## src/rtl/ky32_wb_arbiter.sv

```systemverilog
// KY32 writeback arbiter: merges ALU and load results onto the single
// register-file write port and tracks pending writes in a busy bitmap.
module ky32_wb_arbiter #(
  parameter int XLEN       = 32,
  parameter int AW         = 5,
  parameter int STARVE_MAX = 4
) (
  input  logic              clk,
  input  logic              rst,
  input  logic              alu_valid,
  input  logic [AW-1:0]     alu_rd,
  input  logic [XLEN-1:0]   alu_data,
  output logic              alu_ready,
  input  logic              ld_valid,
  input  logic [AW-1:0]     ld_rd,
  input  logic [XLEN-1:0]   ld_data,
  output logic              ld_ready,
  input  logic              iss_valid,
  input  logic [AW-1:0]     iss_rd,
  output logic              we,
  output logic [AW-1:0]     w_addr,
  output logic [XLEN-1:0]   wd,
  output logic [2**AW-1:0]  busy
);

  localparam int NREG = 2**AW;
  localparam int SW   = $clog2(STARVE_MAX + 1);

  logic [SW-1:0]   r_starve;
  logic            r_we;
  logic [AW-1:0]   r_waddr;
  logic [XLEN-1:0] r_wd;
  logic [NREG-1:0] r_busy;

  logic            w_force;
  logic            w_xfer;
  logic [AW-1:0]   w_rd;
  logic [XLEN-1:0] w_data;
  logic [NREG-1:0] w_set;
  logic [NREG-1:0] w_clr;

  // A starved ALU overrides the load unit's default priority.
  assign w_force   = (r_starve == SW'(STARVE_MAX));
  assign alu_ready = alu_valid && (!ld_valid || w_force);
  assign ld_ready  = ld_valid && (!alu_valid || !w_force);

  assign w_xfer = alu_ready || ld_ready;
  assign w_rd   = alu_ready ? alu_rd : ld_rd;
  assign w_data = alu_ready ? alu_data : ld_data;

  always_comb begin
    w_set = '0;
    w_clr = '0;
    if (iss_valid) w_set[iss_rd] = 1'b1;
    if (w_xfer)    w_clr[w_rd]   = 1'b1;
    w_set[0] = 1'b0;
    w_clr[0] = 1'b0;
  end

  always_ff @(posedge clk or posedge rst) begin
    if (rst) begin
      r_starve <= '0;
    end else if (alu_valid && !alu_ready) begin
      if (!w_force) r_starve <= r_starve + SW'(1);
    end else begin
      r_starve <= '0;
    end
  end

  always_ff @(posedge clk or posedge rst) begin
    if (rst) begin
      r_we    <= 1'b0;
      r_waddr <= '0;
      r_wd    <= '0;
    end else begin
      r_we <= w_xfer && (w_rd != '0);
      if (w_xfer) begin
        r_waddr <= w_rd;
        r_wd    <= w_data;
      end
    end
  end

  // Set after clear so a same-edge reissue keeps the newer producer busy.
  always_ff @(posedge clk or posedge rst) begin
    if (rst) r_busy <= '0;
    else     r_busy <= (r_busy & ~w_clr) | w_set;
  end

  assign we     = r_we;
  assign w_addr = r_waddr;
  assign wd     = r_wd;
  assign busy   = r_busy;

endmodule

```

## config.mk

```make
export PLATFORM = sky130hd
export DESIGN_NAME = ky32_wb_arbiter
export DESIGN_NICKNAME = d
export VERILOG_FILES = /design/src/rtl/ky32_wb_arbiter.sv
export SDC_FILE = /design/constraint.sdc
export NUM_CORES = 1
export LEC_CHECK = 0
export ABC_AREA = 1
export CORE_ASPECT_RATIO = 1.75
export CORE_MARGIN = 4
export CORE_UTILIZATION = 40
export DETAILED_ROUTE_END_ITERATION = 7
export GPL_TIMING_DRIVEN = 0
export PLACE_DENSITY = 0.78
export SYNTH_ARGS = -nofsm -noshare
export SYNTH_HDL_FRONTEND = slang
export SYNTH_SLANG_ARGS = --single-unit
```

## constraint.sdc

```tcl
create_clock -name clk -period 6.7 [get_ports clk]
set_input_delay 1.675 -clock clk [delete_from_list [all_inputs] [get_ports clk]]
set_output_delay 1.675 -clock clk [all_outputs]
set_load 0.05 [all_outputs]
```

==> impl_metrics.py, run 1 <==
metrics = {
    "outcome": {
        "status": "finished clean",
    },
    "place": {
        "portBuffers": 153,
        "dp_hpwl_um": 8520,
        "place.gp.congestion": 0.908,
    },
    "drt": {
        "first_pass_iters": 4,
        "vias": 3444,
        "dr.first_iter.drc_count": 216,
        "wl_per_cell_um": 15.8,
        "wirelength_um": 11000,
        "drc": 0,
        "antenna_left": 0,
        "vias_per_cell": 4.95,
    },
    "synthesis": {
        "yosys.area_share.adder_pct": 0.750,
        "syn_area_per_cell_um2": 7.64,
        "synth-xor-area-share_pct": 0.262,
        "ys_seq_area_share_pct": 54.0,
        "synth_nets": 523,
        "syn_inst": 437,
        "synthSimpleGateAreaFrac_pct": 39.5,
        "muxShareOfSynthArea_pct": 0,
        "synth_compound_area_share_pct": 1.01,
        "synth.distinct_cells": 21,
        "syn-cell-area_mm2": 0.00334,
        "synth-seq-cells": 72,
        "yosys_warnings": 0,
        "synth_top_family_by_area": "simple AND/OR/NAND/NOR gates",
    },
    "timing": {
        "fin_skew_ps": 5.03,
        "setup_viol": 0,
        "rsz0062_at_grt": "no",
        "slew_headroom_pct": 29.7,
        "drv_slew": 0,
        "tns_ps": 0,
        "period_share_pct": 83.1,
        "finalHoldViolations": 0,
        "fmax_ghz": 0.180,
        "fin_crit_ps": 5570,
        "tightest_slew_ps": 1050,
    },
    "setup_path": {
        "required_ps": 5030,
        "critPathArrivalTime_ps": 3890,
        "worstSetupPathType": "input pin to output port",
        "cp_max_fo": 10,
        "cp-end-kind": "output port",
        "critPathLaunchType": "input pin",
    },
    "grt": {
        "grt_usage_pct": 22.6,
        "grt_pass1_vias": 3490,
        "grt_pass1_wl_um": 17300,
        "grt_max_degree": 73,
        "antenna_found_initial": 0,
        "gr-total-overflow": 0,
    },
    "floorplanning": {
        "rows": 43,
        "die_area_mm2": 0.00993,
        "initial_utilization_pct": 41.6,
        "die_h_um": 129,
        "fp.coreArea_mm2": 0.00802,
        "die_w_um": 77.0,
        "ios": 156,
    },
    "clock_network": {
        "cts_resized": 0,
        "cts_tree": "yes",
        "post-cts-setup-buffer-count": 0,
        "cts.path.max_buffers": 2,
        "cts_buffers": 9,
        "clock-sinks": 72,
        "clk_pin_slew_worst_paths_ps": 50,
        "htreeDepth": 3,
        "ctsHoldBuffers": 0,
        "root_buffer": "clkbuf_16",
        "insertion_delay_ps": 330,
    },
    "cells_and_area": {
        "num-nets-final": 687,
        "drive_above_1_share_pct": 5.12,
        "n_fill_cell": 667,
        "antennaDiodeCount": 0,
        "utilization_pct": 66.1,
        "syn_to_final_growth_pct": 58.8,
    },
    "power": {
        "p_leak_nw": 2.48,
        "vdd_drop_max_v": 0.000220,
        "power.density_mw_per_mm2": 316,
    },
    "run": {
        "max_cap_violations": 0,
    },
    "min_path": {
        "hold_path.class": "flip-flop to flip-flop",
    },
}
==> where the power goes <==
| group | leakage (nW) | switching [W] | internal, W | total, W |
|---|---|---|---|---|
| clock | 0.154 | 0.000170 | 0.000336 | 0.000506 |
| sequential | 0.880 | 0.0000448 | 0.000510 | 0.000555 |
| combinational | 1.45 | 0.000405 | 0.000207 | 0.000612 |
| total | 2.48 | 0.000620 | 0.00105 | 0.00167 |
==> stage by stage <==
step | cells | hold slack, ps | total power (W) | instance area (um2) | setup WS [ps]
after floorplan | 437 | 441 | 0.000925 | 3340 | 2280
after global placement | 680 | 456 | 0.00117 | 4980 | 1120
after detailed placement | 680 | 461 | 0.00118 | 4980 | 1110
after CTS | 696 | 470 | 0.00169 | 5300 | 1100
after global routing | 696 | 486 | 0.00175 | 5300 | 1020
final | 696 | 469 | 0.00167 | 5300 | 1130
==> area by class of cell <==
class	instances	area, um2	share of cell area, %
inverters	23	88.8	1.68
plain buffers	12	60.1	1.13
clock buffers	13	250	4.72
well taps	90	113	2.13
clock inverters	3	65.1	1.23
repair buffers	153	1530	28.9
flip-flops and latches	72	1800	34.0
multi-input cells	330	1390	26.2
==> state kept, by name, summed over array words and instances (netlist names) <==
name / count
wd: 32
r_starve: 3
busy: 31
w_addr: 5
we: 1
==> worst paths after layout <==
kind                       cells after the start          end  slack [ps]        start
setup / recovery                               6    alu_ready        1130     ld_valid
hold / removal                                 2     busy[11]         470     busy[11]
setup reg to reg                              12     busy[30]        4690  r_starve[0]
hold reg to reg                                2     busy[11]         470     busy[11]
max in group asynchronous                      2  r_starve[2]        4220          rst
min in group asynchronous                      2    w_addr[1]        1890          rst
==> kinds of logic after synthesis <==
family / count (synthesis)
other cells: 1
xor+xnor: 1
flops: 72
simple gates: 320
buf+inv: 35
compound gates: 6
fa+ha+maj: 2
==> cells in the mapped netlist <==
cell / count / area, um2
dfrtp_1: 72 / 1800
nand2_4: 2 / 22.5
nor3b_1: 1 / 7.51
clkbuf_1: 9 / 33.8
ha_1: 2 / 25.0
nand3_1: 47 / 235
inv_2: 3 / 11.3
buf_4: 2 / 15.0
nand3b_1: 1 / 7.51
o21ai_2: 1 / 8.76
nor2_1: 8 / 30.0
conb_1: 1 / 3.75
buf_6: 1 / 11.3
nor2_2: 7 / 43.8
a21oi_1: 1 / 5.00
nand2_2: 1 / 6.26
nor3_1: 12 / 60.1
xnor2_1: 1 / 8.76
inv_1: 20 / 75.1
nand2_1: 241 / 905
o21ai_0: 4 / 20.0
==> critical path: stages <==
cell and delay [ps]:
clkdlybuf4s50_1 480, nand2_4 170, nand2_4 110, inv_2 130
clkbuf_1 410, clkdlybuf4s50_1 900
==> routing by layer <==
metal  routed length [um]  track usage, %
met1                 4000            22.7
met2                 5860            42.5
met3                  874            7.00
met4                  279            9.54
met5                    0               0
==> layout by cell type, fill, tap and decap left out, types with 2 or more instances in the layout <==
cell type	count
inv_2	3
ha_1	2
bufinv_16	2
nor2_1	8
clkbuf_1	12
nor3_1	12
inv_1	19
nand2_1	241
nand3_1	47
buf_4	2
clkdlybuf4s50_1	153
clkbuf_16	9
dfrtp_1	72
nand2_4	2
nor2_2	7
o21ai_0	4
Power figures use the tool's default switching activity.
==> run 2, diff against run 1 <==
- clock period: 6.7 -> 5.75 ns (I/O delays scaled with it)
==> results of run 2 <==
Same layout as run 1 (identical final DEF). Status: finished clean.
Main changes from that run: setup slack after placement 1110 ps -> 631 ps; setup slack after layout 1130 ps -> 658 ps; register-to-register setup slack 4690 ps -> 3740 ps; total power 0.00167 W -> 0.00195 W; worst IR drop on VDD 0.000220 V -> 0.000256 V
==> run 3, diff against run 2 <==
- PLACE_DENSITY: 0.78 -> default
- PLACE_DENSITY_LB_ADDON: default -> 0.15
- clock period: 5.75 -> 5.56 ns (I/O delays scaled with it)
==> impl_metrics.py, run 3 (synthesized netlist as in run 1, its figures left out) <==
metrics = {
    "place": {
        "place.gp.congestion": 0.859,
        "dp_hpwl_um": 8300,
        "portBuffers": 153,
    },
    "clock_network": {
        "cts_buffers": 9,
        "ctsHoldBuffers": 0,
        "clock-sinks": 72,
        "clk_pin_slew_worst_paths_ps": 50,
        "root_buffer": "clkbuf_16",
        "post-cts-setup-buffer-count": 0,
        "cts_resized": 0,
        "htreeDepth": 3,
        "cts_tree": "yes",
        "insertion_delay_ps": 330,
        "cts.path.max_buffers": 2,
    },
    "grt": {
        "grt_pass1_vias": 3501,
        "gr-total-overflow": 0,
        "gr-max-usage-layer": "met2",
        "antenna_found_initial": 0,
        "global_route.usage.met2_pct": 39.8,
        "grt_max_degree": 73,
        "grt_pass1_wl_um": 17400,
        "grt_use_met3_pct": 7.00,
        "grt_usage_pct": 22.5,
        "grt_util_met1_pct": 24.9,
    },
    "floorplanning": {
        "die_w_um": 77.0,
        "initial_utilization_pct": 41.6,
        "fp.coreArea_mm2": 0.00802,
        "rows": 43,
        "ios": 156,
        "die_area_mm2": 0.00993,
        "die_h_um": 129,
    },
    "power": {
        "p_leak_nw": 2.48,
        "switching_share_pct": 37.9,
        "seqPwrFrac_pct": 34.0,
        "combPwrFrac_pct": 37.4,
        "power.internal_w": 0.00122,
        "switchingPower_w": 0.000744,
        "pwr-share-clk_pct": 28.6,
        "finalPower_w": 0.00196,
        "power.density_mw_per_mm2": 372,
        "vdd_drop_max_v": 0.000340,
    },
    "setup_path": {
        "critPathLaunchType": "input pin",
        "critPathArrivalTime_ps": 3590,
        "required_ps": 4170,
        "cp_max_fo": 10,
        "path_delay_family": "buffers and inverters",
        "crit_path_cell_trace": "clkdlybuf4s50_1 > nand2_4 > nand2_4 > inv_2 > clkbuf_1 > clkdlybuf4s50_1",
        "critPathBufInv": 4,
        "cp-end-kind": "output port",
        "slowest_delay_ps": 900,
        "worstSetupPathType": "input pin to output port",
        "slowest_stage": "clkdlybuf4s50_1",
    },
    "timing": {
        "drv_slew": 0,
        "rsz0062_at_grt": "no",
        "slew_headroom_pct": 23.7,
        "fin_crit_ps": 4980,
        "tns_ps": 0,
        "setup_viol": 0,
        "fmax_ghz": 0.201,
        "period_share_pct": 89.5,
        "tightest_slew_ps": 1140,
        "fin_skew_ps": 2.82,
        "finalHoldViolations": 0,
    },
    "drt": {
        "drc": 0,
        "dr.first_iter.drc_count": 179,
        "wirelength_um": 10700,
        "wl_per_cell_um": 15.5,
        "vias_per_cell": 4.96,
        "antenna_left": 0,
        "vias": 3447,
        "first_pass_iters": 4,
    },
    "cells_and_area": {
        "syn_to_final_growth_pct": 58.0,
        "largest_reg_flops": 32,
        "num-nets-final": 687,
        "final_cell_mix": "nand2_1 (241), clkdlybuf4s50_1 (153), dfrtp_1 (72), nand3_1 (47), inv_1 (19)",
        "final_common_cell": "nand2_1",
        "drive_above_1_share_pct": 5.29,
        "n_fill_cell": 718,
        "antennaDiodeCount": 0,
    },
    "run": {
        "max_cap_violations": 0,
    },
    "outcome": {
        "status": "finished clean",
    },
    "min_path": {
        "hold_path.class": "flip-flop to flip-flop",
    },
}
-- run 3: layout make-up --
type	instances	area (um2)	area share, %
clock buffers	11	243	4.60
repair buffers	153	1530	29.1
multi-input cells	330	1390	26.3
flip-flops and latches	72	1800	34.2
plain buffers	12	60.1	1.14
clock inverters	4	45.0	0.854
inverters	23	88.8	1.69
well taps	90	113	2.14
-- run 3: final timing paths --
check                      slack, ps         from         to  cells after the start
max in group asynchronous       3370          rst   busy[10]                      2
hold reg to reg                  470     busy[25]   busy[25]                      2
min in group asynchronous       1610          rst     wd[10]                      2
hold / removal                   470     busy[25]   busy[25]                      2
setup / recovery                 580     ld_valid  alu_ready                      6
setup reg to reg                3620  r_starve[0]   busy[30]                     13
-- run 3: tightest hold or removal path, stage by stage (launching register included) --
cell	delay, ps
dfrtp_1	340
nand2_1	50
nand2_1	40
-- run 3: through the flow --
step | hold WS [ps] | cell area, um2 | util [%] | std cells | setup WS, ps
after floorplan | 441 | 3340 | - | 437 | 1710
after global placement | 452 | 4980 | 62.1 | 680 | 550
after detailed placement | 457 | 4980 | 62.2 | 680 | 559
after CTS | 470 | 5270 | 65.8 | 695 | 554
after global routing | 492 | 5270 | 65.8 | 695 | 437
final | 468 | 5270 | 65.8 | 695 | 582
-- run 3: power by group through the flow --
stage	Clock, W	Combinational [W]	Sequential, W
2_1_floorplan	0	0.000127	0.000988
3_3_place_gp	0	0.000734	0.000672
3_5_place_dp	0	0.000741	0.000673
4_1_cts	0.000570	0.000742	0.000667
5_1_grt	0.000597	0.000777	0.000677
6_report	0.000561	0.000734	0.000667
-- run 3: metal layers --
layer	vias to the layer above	part of all wire, %
li1	1687	-
met1	1591	38
met2	147	52
met3	22	7.8
met4	0	2.5
met5	-	0
